[src/rtl/fetch_pkg.sv]
// Shared state encoding and default widths for the instruction-fetch sequencer.
// Pure declarations; no logic, no latency.
package fetch_pkg;

  typedef enum logic [1:0] {
    IDLE   = 2'd0,
    FETCH  = 2'd1,
    HALTED = 2'd2
  } state_t;

  localparam int          ADDR_W_DEF      = 7;
  localparam int          DATA_W_DEF      = 8;
  localparam logic [7:0]  HALT_OPCODE_DEF = 8'hFF;

endpackage

[src/rtl/fetch_pc.sv]
// Program counter with load (priority over increment) and a registered wrap pulse.
// Load/increment take effect on the next edge; wrap is high for the cycle after 2^ADDR_W-1 -> 0.
module fetch_pc
  import fetch_pkg::*;
#(
  parameter int ADDR_W = ADDR_W_DEF
) (
  input  logic              clk,
  input  logic              rst,
  input  logic              load,
  input  logic [ADDR_W-1:0] load_val,
  input  logic              inc,
  output logic [ADDR_W-1:0] pc,
  output logic              wrap
);

  always_ff @(posedge clk or posedge rst) begin
    if (rst) begin
      pc   <= '0;
      wrap <= 1'b0;
    end else begin
      wrap <= 1'b0;
      if (load) begin
        pc <= load_val;
      end else if (inc) begin
        pc   <= pc + {{(ADDR_W-1){1'b0}}, 1'b1};
        wrap <= &pc;
      end
    end
  end

endmodule

[src/rtl/fetch_ctrl.sv]
// Fetch sequencer: PC drives a combinational ROM; returned word is latched one edge later, 1 instr/cycle.
// Holds PC and output word while decode stalls; optional perf counters under FETCH_PERF_CNT_EN.
module fetch_ctrl
  import fetch_pkg::*;
#(
  parameter int                ADDR_W      = ADDR_W_DEF,
  parameter int                DATA_W      = DATA_W_DEF,
  parameter logic [ADDR_W-1:0] START_ADDR  = '0,
  parameter logic [DATA_W-1:0] HALT_OPCODE = HALT_OPCODE_DEF
) (
  input  logic              clk_i,
  input  logic              rst_i,
  input  logic              start_i,
  output logic [ADDR_W-1:0] rom_addr_o,
  input  logic [DATA_W-1:0] rom_data_i,
  output logic [DATA_W-1:0] instr_o,
  output logic [ADDR_W-1:0] instr_pc_o,
  output logic              instr_valid_o,
  input  logic              instr_ready_i,
  input  logic              branch_i,
  input  logic [ADDR_W-1:0] branch_target_i,
`ifdef FETCH_PERF_CNT_EN
  output logic [15:0]       fetch_cnt_o,
  output logic [15:0]       branch_cnt_o,
`endif
  output logic              busy_o,
  output logic              halted_o,
  output logic              wrap_o
);

  state_t            state, state_nxt;
  logic [ADDR_W-1:0] pc;
  logic              pc_load, pc_inc;
  logic [ADDR_W-1:0] pc_load_val;
  logic              latch, clr_valid, start_acc, branch_acc;
  logic              adv;

  assign adv = !instr_valid_o || instr_ready_i;

  always_ff @(posedge clk_i or posedge rst_i) begin
    if (rst_i) state <= IDLE;
    else       state <= state_nxt;
  end

  always_comb begin
    state_nxt   = state;
    pc_load     = 1'b0;
    pc_load_val = START_ADDR;
    pc_inc      = 1'b0;
    latch       = 1'b0;
    clr_valid   = 1'b0;
    start_acc   = 1'b0;
    branch_acc  = 1'b0;
    case (state)
      IDLE: begin
        if (start_i) begin
          start_acc = 1'b1;
          pc_load   = 1'b1;
          state_nxt = FETCH;
        end
      end
      FETCH: begin
        // A redirect flushes the held word even when decode is taking it this cycle.
        if (branch_i) begin
          branch_acc  = 1'b1;
          pc_load     = 1'b1;
          pc_load_val = branch_target_i;
          clr_valid   = 1'b1;
        end else if (adv) begin
          latch = 1'b1;
          if (rom_data_i == HALT_OPCODE) state_nxt = HALTED;
          else                           pc_inc    = 1'b1;
        end
      end
      HALTED: begin
        if (start_i) begin
          start_acc = 1'b1;
          pc_load   = 1'b1;
          clr_valid = 1'b1;
          state_nxt = FETCH;
        end else if (instr_ready_i) begin
          clr_valid = 1'b1;
        end
      end
      default: state_nxt = IDLE;
    endcase
  end

  fetch_pc #(.ADDR_W(ADDR_W)) u_pc (
    .clk      (clk_i),
    .rst      (rst_i),
    .load     (pc_load),
    .load_val (pc_load_val),
    .inc      (pc_inc),
    .pc       (pc),
    .wrap     (wrap_o)
  );

  always_ff @(posedge clk_i or posedge rst_i) begin
    if (rst_i) begin
      instr_o       <= '0;
      instr_pc_o    <= '0;
      instr_valid_o <= 1'b0;
    end else if (latch) begin
      instr_o       <= rom_data_i;
      instr_pc_o    <= pc;
      instr_valid_o <= 1'b1;
    end else if (clr_valid) begin
      instr_valid_o <= 1'b0;
    end
  end

`ifdef FETCH_PERF_CNT_EN
  always_ff @(posedge clk_i or posedge rst_i) begin
    if (rst_i) begin
      fetch_cnt_o  <= '0;
      branch_cnt_o <= '0;
    end else if (start_acc) begin
      fetch_cnt_o  <= '0;
      branch_cnt_o <= '0;
    end else begin
      if (instr_valid_o && instr_ready_i && fetch_cnt_o != 16'hFFFF)
        fetch_cnt_o <= fetch_cnt_o + 16'd1;
      if (branch_acc && branch_cnt_o != 16'hFFFF)
        branch_cnt_o <= branch_cnt_o + 16'd1;
    end
  end
`endif

  assign rom_addr_o = pc;
  assign busy_o     = (state == FETCH);
  assign halted_o   = (state == HALTED);

endmodule

[config.mk]
export PLATFORM = sky130hd
export DESIGN_NAME = fetch_ctrl
export DESIGN_NICKNAME = d
export VERILOG_FILES = /design/src/rtl/fetch_pkg.sv /design/src/rtl/fetch_pc.sv /design/src/rtl/fetch_ctrl.sv
export SDC_FILE = /design/constraint.sdc
export NUM_CORES = 1
export LEC_CHECK = 0
export CORE_MARGIN = 2
export CORE_UTILIZATION = 45
export DETAILED_ROUTE_END_ITERATION = 10
export GPL_TIMING_DRIVEN = 1
export HOLD_SLACK_MARGIN = 0.03
export PLACE_DENSITY_LB_ADDON = 0.05
export SYNTH_ARGS = -nofsm -noshare
export SYNTH_HDL_FRONTEND = slang
export SYNTH_HIERARCHICAL = 1
export SYNTH_SLANG_ARGS = --single-unit
[constraint.sdc]
create_clock -name clk_i -period 7 [get_ports clk_i]
set_input_delay 1.4 -clock clk_i [delete_from_list [all_inputs] [get_ports clk_i]]
set_output_delay 1.4 -clock clk_i [all_outputs]
set_load 0.02 [all_outputs]
# Yosys cells after proc, flatten, opt, wreduce, memory -nomap -nowiden
# Cells that the tools add are included.
# classes
reduce_logical,8
add_sub_neg,1
eq_ne,7
mux,26
# ops
cell,n
7-bit 2-to-1 mux,4
1-bit 2-to-1 mux,15
8-bit == test (second input constant),1
2-bit 2-to-1 mux,4
7-bit by 1-bit adder with 7-bit output (second input constant),1
7-bit AND reduction,1
2-bit by 1-bit inequality test with 1-bit output (second input constant),3
1-bit case mux with 2 select lines,2
2-bit case mux with 2 select lines,1
4-bit AND reduction,1
2-bit nonzero test,2
2-bit by 1-bit == test with 1-bit output (second input constant),1
2-bit == test (second input constant),1
2-bit logical NOT,1
2-bit inequality test (second input constant),1
2-bit OR reduction,1
1-bit logical NOT,1
1-bit logical OR,1
# word_totals
elab_cells,48
in_bits,20
reg_bits,26
output_inout_bits,26

# Longest topological paths before layout
# Gate-level depths: netlist (run 1).
# depth
depth_word,7
mapped_depth,9
depth_no_buf,7

# Cells and area by module
# Netlist (run 1), hierarchy kept.
# by_module_without_submodules
module,area_per_inst_um2,cells_each,seq_area_each_um2,instances
fetch_ctrl,920.9,69,450.4,1
fetch_pc,401.6,42,200.2,1

# Worst setup path before layout (run 1)
# Ideal clock, no wire load.
# synth_path
kind,in2reg
from,input port instr_ready_i
to,register u_pc.pc[6]
stages,8
setup_ns,0.069
required_time_ns,6.931
slack_ns,3.837
t_arrival_ns,3.094
path_buffers,2
cell_sequence,nor2b_1 > or3b_1 > buf_6 > buf_12 > nor2_1 > nand4_2 > or4_1 > nand3_1
# synth_between
elab_chain_len,5
# synth_rtl
element,line_no,text
"start, declared",fetch_ctrl.sv:19,"input logic instr_ready_i,"
1-bit logical OR,fetch_ctrl.sv:38,assign adv = !instr_valid_o || instr_ready_i;
1-bit 2-to-1 mux,fetch_ctrl.sv:69,end else if (adv) begin
1-bit 2-to-1 mux,fetch_ctrl.sv:64,if (branch_i) begin
1-bit 2-to-1 mux,fetch_ctrl.sv:54,case (state)
via pc_inc,fetch_ctrl.sv:33,"logic pc_load, pc_inc;"
2-bit nonzero test (no line),-,
"end signal, assigned",fetch_pc.sv:24,pc <= load_val;
"end signal, assigned",fetch_pc.sv:26,"pc <= pc + {{(ADDR_W-1){1'b0}}, 1'b1};"
"end, declared",fetch_pc.sv:13,"output logic [ADDR_W-1:0] pc,"
# The timed path passes the listed nets, and every way through them passes these cells.
# A chain may end at the register's enable or synchronous reset.

# Worst setup path in the final report (run 1)
# layout_path
from,input port branch_i
to,register u_pc.pc[6]
# layout_between
elab_chain_len,3
word_cells_on_any_way,8
classes_between,mux: 7; reduce/logical: 1
# layout_rtl
element,line_no,text
"start, declared",fetch_ctrl.sv:20,"input logic branch_i,"
1-bit 2-to-1 mux,fetch_ctrl.sv:64,
1-bit 2-to-1 mux,fetch_ctrl.sv:54,
via pc_inc,fetch_ctrl.sv:33,
2-bit nonzero test (no line),-,
# The timed path passes the listed nets, and every way through them passes these cells.

==> qor_table.md, run 1 <==
| Parameter | Value | Unit |
|---|---|---|
| Area share of the largest cell type after synthesis | 49.2 | % |
| Initial antenna violation count | 0 | - |
| Site Rows | 19 | - |
| Clock Skew | 1.19 | ps |
| Worst IR Drop VDD | 258 | uV |
| Residual DRC count | 0 | - |
| Share of power burned in the clock network | 9.6 | % |
| First-pass iteration count of the detailed router | 4 | - |
| Final clock period utilization by the worst path | 52.8 | % |
| # Post-CTS Setup Buffers | 0 | - |
| Total CTS buffers | 3 | - |
| Clock period minus final worst setup slack | 3700 | ps |
| Cell taking the most area after synthesis | dfrtp_1 | - |
| Yosys cell types | 29 | - |
| Post-DR wirelength/cell | 14.2 | um |
| Type of element launching the critical path | input pin | - |
| Endpoints failing setup | 0 | - |
| Largest net degree at the start of global routing | 19 | - |
| Net count, final | 184 | - |
| Data arrival time at the worst-slack endpoint | 3960 | ps |
| HPWL reported at the end of detailed placement | 2.03 | mm |
| Total clock sinks | 26 | - |
| Slew HR | 38.7 | % |
| Net switching power | 295 | uW |
| Wire length of the first global-routing pass | 4.51 | mm |
| Setup repair after global routing missed its margin | no | - |
| CTS root buffer | clkbuf_4 | - |
| Clock-pin slew reported for the worst setup and hold paths after clock tree synthesis | 130 | ps |
| Flops & latches, synth | 26 | - |
| Post-synthesis instance total | 111 | - |
| Pwr dens | 421 | nW/um^2 |
| Detailed-route wire length | 2.67 | mm |
| Status | finished, final reports clean | - |
| Fraction of power spent switching nets | 38.6 | % |
| End-of-flow core utilization | 65.2 | % |
| Path type of the worst setup path | in -> reg | - |
| Die area | 3390 | sq um |
| # H-tree levels | 1 | - |
| Count of max-cap constraint violations | 0 | - |
| Fill count | 234 | - |
| Count of input and output buffers | 45 | - |
| Leakage power of the design | 0.000820 | uW |
| Ratio of routed vias to standard cells | 5.16 | - |
| Worst Max-Slew Pin Slew | 920 | ps |
| Sequential fraction of design power | 35.2 | % |
| Avg Synthesized Cell Area | 11.9 | sq um |
| Count of pins over their slew limit | 0 | - |
| Post-layout instance area | 1810 | sq um |
| Synth top area cells | dfrtp_1 49%, mux2_4 9.1%, mux2_2 7.7% | - |
| Clock insertion delay at the later pin of the skew report | 310 | ps |
| Max frequency | 271 | MHz |
| N_diodes | 0 | - |
| Final Hold Fails | 0 | - |
| Vias in the first global route | 1,020 | - |
| Number of primary I/O pins | 46 | - |
| Width of the chip | 58.2 | um |
| First-iteration detailed-routing DRC count | 4 | - |
| CP Data Required Time | 7260 | ps |
| Number of nets in the synthesized netlist | 137 | - |
| Die height | 58.2 | um |
| Placeable Area | 2780 | sq um |
| Number of buffers inserted for hold repair after clock tree synthesis | 0 | - |
| Share of final-layout standard cells stronger than drive strength 1 | 18.5 | % |
| CTS tree | built | - |
| Worst min path class | reg -> reg | - |
| Placed inst area | 1780 | sq um |
| Global-route congestion overflow total | 0 | - |
| Count of vias placed by the detailed router | 971 | - |
| Yosys warnings | 6 | - |
| Combinational share of power | 55.2 | % |
| Synth Cell Area | 1320 | sq um |
| Maximum root-to-sink buffer count | 2 | - |
| Number of routed nets with antenna violations | 0 | - |
| Resize count post-CTS | 0 | - |
| Effective utilization at floorplan | 47.5 | % |
| Layout area overhead | 37.1 | % |
| Total Routing Usage GR | 17.5 | % |
| CP Max Fanout | 17 | - |
| Final Total Pwr | 763 | uW |
| Accumulated negative setup slack | 0 | ps |
| Kind of end point of the critical path | flip-flop | - |
| Sequential-to-total area share from yosys stat | 49.2 | % |
| Placer congestion estimate | 0.830 | - |
| Internal portion of total power | 468 | uW |
worst max-delay path, cell delays in order:
cell and delay, ps:
clkdlybuf4s50_1 540, or3b_1 770, nor2_1 470, nand4_2 200, or4_1 490, nand3_1 80
power groups by stage:
stage                     sequential [uW]  combinational [uW]  clock, uW
after global placement                271                 417          0
final                                 268                 421       73.5
after detailed placement              273                 423          0
after global routing                  279                 457       84.3
after CTS                             270                 425       79.5
after floorplan                       335                 192          0
flip-flops by register name (all words and copies together), names as in the netlist:
register       count
instr_o            8
state              2
instr_valid_o      1
u_pc/pc            7
instr_pc_o         7
u_pc/wrap          1
synthesized netlist by cell type (all sizes together):
cell and instances:
o41ai 1, or3b 1, a31oi 1, dfrtp 26, a22oi 1, o21ai 10, nor3b 1, a21boi 1
nor2 5, inv 6, and3 7, ha 6, mux2i 1, clkbuf 1, or4 1, mux2 17
nand2 10, or3 1, a21oi 1, nand4 4, xnor2 1, nor2b 2, nand3 1, xor2 3
buf 2
final timing paths:
check	startpoint	end	slack [ps]	cells past startpoint
hold / removal	instr_o[1]$_DFFE_PP0P_	instr_o[1]$_DFFE_PP0P_	520	1
min in group asynchronous	rst_i	u_pc/wrap$_DFF_PP0_	1340	2
hold reg to reg	instr_o[1]$_DFFE_PP0P_	instr_o[1]$_DFFE_PP0P_	520	1
setup reg to reg	state[1]$_DFFE_PP0P_	u_pc/pc[6]$_DFFE_PP0P_	4090	7
max in group asynchronous	rst_i	instr_pc_o[0]$_DFFE_PP0P_	5060	2
setup / recovery	branch_i	u_pc/pc[6]$_DFFE_PP0P_	3300	6
through the flow:
| stage | std cells | hold WS (ps) | worst slack [ps] |
|---|---|---|---|
| after floorplan | 111 | 533 | 3840 |
| after global placement | 184 | 491 | 3000 |
| after detailed placement | 184 | 495 | 2960 |
| after CTS | 188 | 526 | 3310 |
| after global routing | 188 | 548 | 3110 |
| final | 188 | 521 | 3300 |
cells by family (layout without fill, tap and decap cells):
kind of cell / after synthesis / in the layout / share of synthesized area [%]
simple gates: 33 / 33 / 14.2
flops: 26 / 26 / 49.2
mux: 18 / 18 / 17.5
compound gates: 15 / 15 / 6.43
buf+inv: 9 / 55 / 4.35
fa+ha+maj: 6 / 6 / 5.68
xor+xnor: 4 / 4 / 2.65
metal layers:
metal  global-route usage, %  wire (um)
met1                    22.3       1220
met2                    29.4       1290
met3                    3.35        141
met4                    6.64         29
met5                       0          0
area by class of cell:
| class | count | area [sq um] | area share [%] |
|---|---|---|---|
| multi-input cells | 76 | 614 | 33.9 |
| inverters | 6 | 22.5 | 1.24 |
| flip-flops and latches | 26 | 651 | 35.9 |
| well taps | 31 | 38.8 | 2.14 |
| repair buffers | 45 | 450 | 24.8 |
| clock buffers | 4 | 36.3 | 2.00 |
layout by cell type, fill, tap and decap left out:
| cell type | instances |
|---|---|
| or4_1 | 1 |
| a31oi_1 | 1 |
| a21oi_1 | 1 |
| clkbuf_4 | 3 |
| mux2_2 | 9 |
| inv_1 | 6 |
| o41ai_1 | 1 |
| nand4_1 | 3 |
| xnor2_1 | 1 |
| nand2_1 | 10 |
| and3_2 | 7 |
| nor2_1 | 5 |
| clkdlybuf4s50_1 | 45 |
| nand4_2 | 1 |
| o21ai_1 | 4 |
| or3_1 | 1 |
| xor2_1 | 3 |
| clkbuf_8 | 1 |
| nor3b_1 | 1 |
| nand3_1 | 1 |
| mux2_4 | 8 |
| a22oi_1 | 1 |
| a21boi_0 | 1 |
| or3b_1 | 1 |
| dfrtp_1 | 26 |
| mux2i_1 | 1 |
| nor2b_1 | 2 |
| o21ai_0 | 6 |
| ha_1 | 6 |
No activity file was read; power rests on OpenSTA's default activity.
==> inputs of run 2 (changes only) <==
--- a/config.mk
+++ b/config.mk
@@ -6,7 +6,7 @@
 export NUM_CORES = 1
 export LEC_CHECK = 0
 export CORE_MARGIN = 2
-export CORE_UTILIZATION = 45
+export CORE_UTILIZATION = 40
 export DETAILED_ROUTE_END_ITERATION = 10
 export GPL_TIMING_DRIVEN = 1
 export HOLD_SLACK_MARGIN = 0.03
==> constraint.sdc (replaced) <==
create_clock -name clk_i -period 3.3 [get_ports clk_i]
set_input_delay 0.66 -clock clk_i [delete_from_list [all_inputs] [get_ports clk_i]]
set_output_delay 0.66 -clock clk_i [all_outputs]
set_load 0.02 [all_outputs]
==> run 2 against run 1 <==
Compared with the run above: sequential cell count did not move; sequential power grew 110%; worst hold slack lost 1.4 ps; non-clock buffer count rose by 3; core utilization decreased by 5.0 points.
==> qor_table.md, run 2 (synthesis results as in run 1) <==
| Parameter | Value | Unit | Delta |
|---|---|---|---|
| Count of max-cap constraint violations | 0 | - | unchanged |
| Most common cell after layout, fill and taps aside | clkdlybuf4s50_1 | - | unchanged |
| Net switching power | 639 | uW | was 295 uW |
| Maximum root-to-sink buffer count | 2 | - | unchanged |
| Met1 global-route usage | 23.4 | % | was 22.3% |
| Clock insertion delay at the later pin of the skew report | 330 | ps | was 310 ps |
| Die height | 61.5 | um | was 58.2 um |
| Number of buffers inserted for hold repair after clock tree synthesis | 0 | - | unchanged |
| CTS tree | built | - | unchanged |
| Path type of the worst setup path | reg -> out | - | was in -> reg |
| Kind of end point of the critical path | output port | - | was flip-flop |
| Met2 usage in global routing | 25.1 | % | was 29.4% |
| Worst setup slack for register-to-register paths | 830 | ps | was 4090 ps |
| Critical path, cell by cell | inv_1, ha_1, clkdlybuf4s50_1 | - | was clkdlybuf4s50_1, or3b_1, nor2_1, nand4_2, or4_1, nand3_1 |
| Placer congestion estimate | 0.860 | - | was 0.830 |
| Longest individual stage delay on the worst path | 670 | ps | was 770 ps |
| Flip-flop count of the largest register, all copies and words added | 8 | - | unchanged |
| Final setup margin | 759 | ps | was 3300 ps |
| Detailed-route wire length | 2.75 | mm | was 2.67 mm |
| Accumulated negative setup slack | 0 | ps | unchanged |
| # Post-CTS Setup Buffers | 0 | - | unchanged |
| Count of input and output buffers | 45 | - | unchanged |
| Worst Max-Slew Pin Slew | 679 | ps | was 920 ps |
| First-iteration detailed-routing DRC count | 35 | - | was 4 |
| Number of primary I/O pins | 46 | - | unchanged |
| Share of final-layout standard cells stronger than drive strength 1 | 20.0 | % | was 18.5% |
| Resize count post-CTS | 0 | - | unchanged |
| N_diodes | 0 | - | unchanged |
| Total clock sinks | 26 | - | unchanged |
| Placeable Area | 3100 | sq um | was 2780 sq um |
| Ratio of routed vias to standard cells | 4.95 | - | was 5.16 |
| Internal portion of total power | 1060 | uW | was 468 uW |
| Clock period minus final worst setup slack | 2540 | ps |  |
| Data arrival time at the worst-slack endpoint | 1880 | ps | was 3960 ps |
| First-pass iteration count of the detailed router | 4 | - | unchanged |
| R2r worst-path depth | 7 | - | unchanged |
| Share of power burned in the clock network | 13.0 | % | was 9.6% |
| Number of routed nets with antenna violations | 0 | - | unchanged |
| Hold path cells | 1 | - | unchanged |
| CTS root buffer | clkbuf_4 | - | unchanged |
| Critical register-to-register path endpoint | u_pc/pc[6]$_DFFE_PP0P_ | - | unchanged |
| Pwr dens | 910 | nW/um^2 | was 421 nW/um^2 |
| Site Rows | 20 | - | was 19 |
| Max frequency | 393 | MHz |  |
| Net count, final | 187 | - | was 184 |
| CP Max Fanout | 11 | - | was 17 |
| Min-Delay Startpoint | instr_o[7]$_DFFE_PP0P_ | - | was instr_o[1]$_DFFE_PP0P_ |
| Setup repair after global routing missed its margin | no | - | unchanged |
| Layout area overhead | 41.2 | % | was 37.1% |
| Worst IR Drop VDD | 409 | uV | was 258 uV |
| Sequential fraction of design power | 33.3 | % | was 35.2% |
| Endpoints failing setup | 0 | - | unchanged |
| Die area | 3780 | sq um | was 3390 sq um |
| Largest reg by FF count | instr_o | - | unchanged |
| Largest net degree at the start of global routing | 19 | - | unchanged |
| CP max-delay cell | clkdlybuf4s50_1 | - | was or3b_1 |
| Met3 usage | 2.52 | % | was 3.35% |
| Final Hold Fails | 0 | - | unchanged |
| Global-route congestion overflow total | 0 | - | unchanged |
| Leakage power of the design | 0.000841 | uW | was 0.000820 uW |
| Total Routing Usage GR | 16.8 | % | was 17.5% |
| Crit Reg-Reg Startpoint | state[1]$_DFFE_PP0P_ | - | unchanged |
| Width of the chip | 61.5 | um | was 58.2 um |
| Biggest registers after layout | instr_o x8, instr_pc_o x7, u_pc/pc x7 | - | unchanged |
| Hold EP | instr_o[7]$_DFFE_PP0P_ | - | was instr_o[1]$_DFFE_PP0P_ |
| Slew HR | 54.7 | % | was 38.7% |
| HPWL reported at the end of detailed placement | 2.13 | mm | was 2.03 mm |
| Vias in the first global route | 997 | - | was 1,020 |
| Wire length of the first global-routing pass | 4.59 | mm | was 4.51 mm |
| Final Total Pwr | 1700 | uW | was 763 uW |
| Clock-pin slew reported for the worst setup and hold paths after clock tree synthesis | 130 | ps | about the same |
| Count of pins over their slew limit | 0 | - | unchanged |
| Worst min path class | reg -> reg | - | unchanged |
| Hold slack final | 519 | ps | was 521 ps |
| Initial antenna violation count | 0 | - | unchanged |
| Clock Skew | 17.2 | ps | was 1.19 ps |
| Pre-CTS setup slack | 525 | ps | was 2960 ps |
| Busiest layer in global routing | met2 | - | unchanged |
| Most frequent cells in the layout | 45 x clkdlybuf4s50_1, 26 x dfrtp_1, 10 x nand2_1, 9 x mux2_2, 8 x mux2_4 | - | unchanged |
| Count of vias placed by the detailed router | 1,009 | - | was 971 |
| Residual DRC count | 0 | - | unchanged |
| Combinational share of power | 53.7 | % | was 55.2% |
| Final clock period utilization by the worst path | 77.0 | % |  |
| Fraction of power spent switching nets | 37.6 | % | was 38.6% |
| CP Data Required Time | 2640 | ps | was 7260 ps |
| Post-DR wirelength/cell | 13.5 | um | was 14.2 um |
| Effective utilization at floorplan | 42.6 | % | was 47.5% |
| # H-tree levels | 1 | - | unchanged |
| Total CTS buffers | 3 | - | unchanged |
| Status | finished, final reports clean | - | unchanged |
| Type of element launching the critical path | flip-flop | - | was input pin |
-- run 2: changes by cell type in the layout (fill, tap and decap cells not counted) --
cell	before	now
buf_4	0	3
clkbuf_8	1	0
bufinv_16	0	1
-- run 2: final cells by class --
type,instances,area (sq um)
inverters,6,22.5
fillers,294,1230
multi-input cells,76,614
flip-flops and latches,26,651
repair buffers,48,473
well taps,44,55.1
clock buffers,3,22.5
clock inverters,1,30.0
-- run 2: metal layers --
layer / wire length [um] / vias up
met5: 0 / -
met4: 55 / 0
met3: 164 / 7
met2: 1270 / 35
met1: 1260 / 477
li1: - / 490
-- run 2: through the flow --
stage	cells	cell area, sq um	utilization [%]
after CTS	204	1870	60.2
after global routing	204	1870	60.2
after floorplan	111	1320	-
after detailed placement	200	1820	58.5
final	204	1870	60.2
after global placement	200	1820	58.5
-- run 2: worst max-delay path by stage --
| stage | startpoint | cells past startpoint | end |
|---|---|---|---|
| after floorplan | state[1]$_DFFE_PP0P_ | 9 | u_pc/pc[6]$_DFFE_PP0P_ |
| after global placement | instr_ready_i | 7 | u_pc/pc[6]$_DFFE_PP0P_ |
| after detailed placement | instr_ready_i | 7 | u_pc/pc[6]$_DFFE_PP0P_ |
| after CTS | state[1]$_DFFE_PP0P_ | 3 | busy_o |
| after global routing | state[1]$_DFFE_PP0P_ | 7 | u_pc/pc[6]$_DFFE_PP0P_ |
| final | state[1]$_DFFE_PP0P_ | 3 | busy_o |
-- run 2: power by group through the flow --
stage | sequential (uW) | clock [uW] | combinational, uW
after floorplan | 710 | 0 | 406
after global placement | 568 | 0 | 903
after detailed placement | 578 | 0 | 919
after CTS | 571 | 227 | 921
after global routing | 591 | 239 | 989
final | 566 | 220 | 914
-- run 2: worst max-delay path: cells and delay by family, from the launching register on --
| family | cells | cell delay (ps) |
|---|---|---|
| buf+inv | 2 | 780 |
| fa+ha+maj | 1 | 350 |
| flops | 1 | 440 |
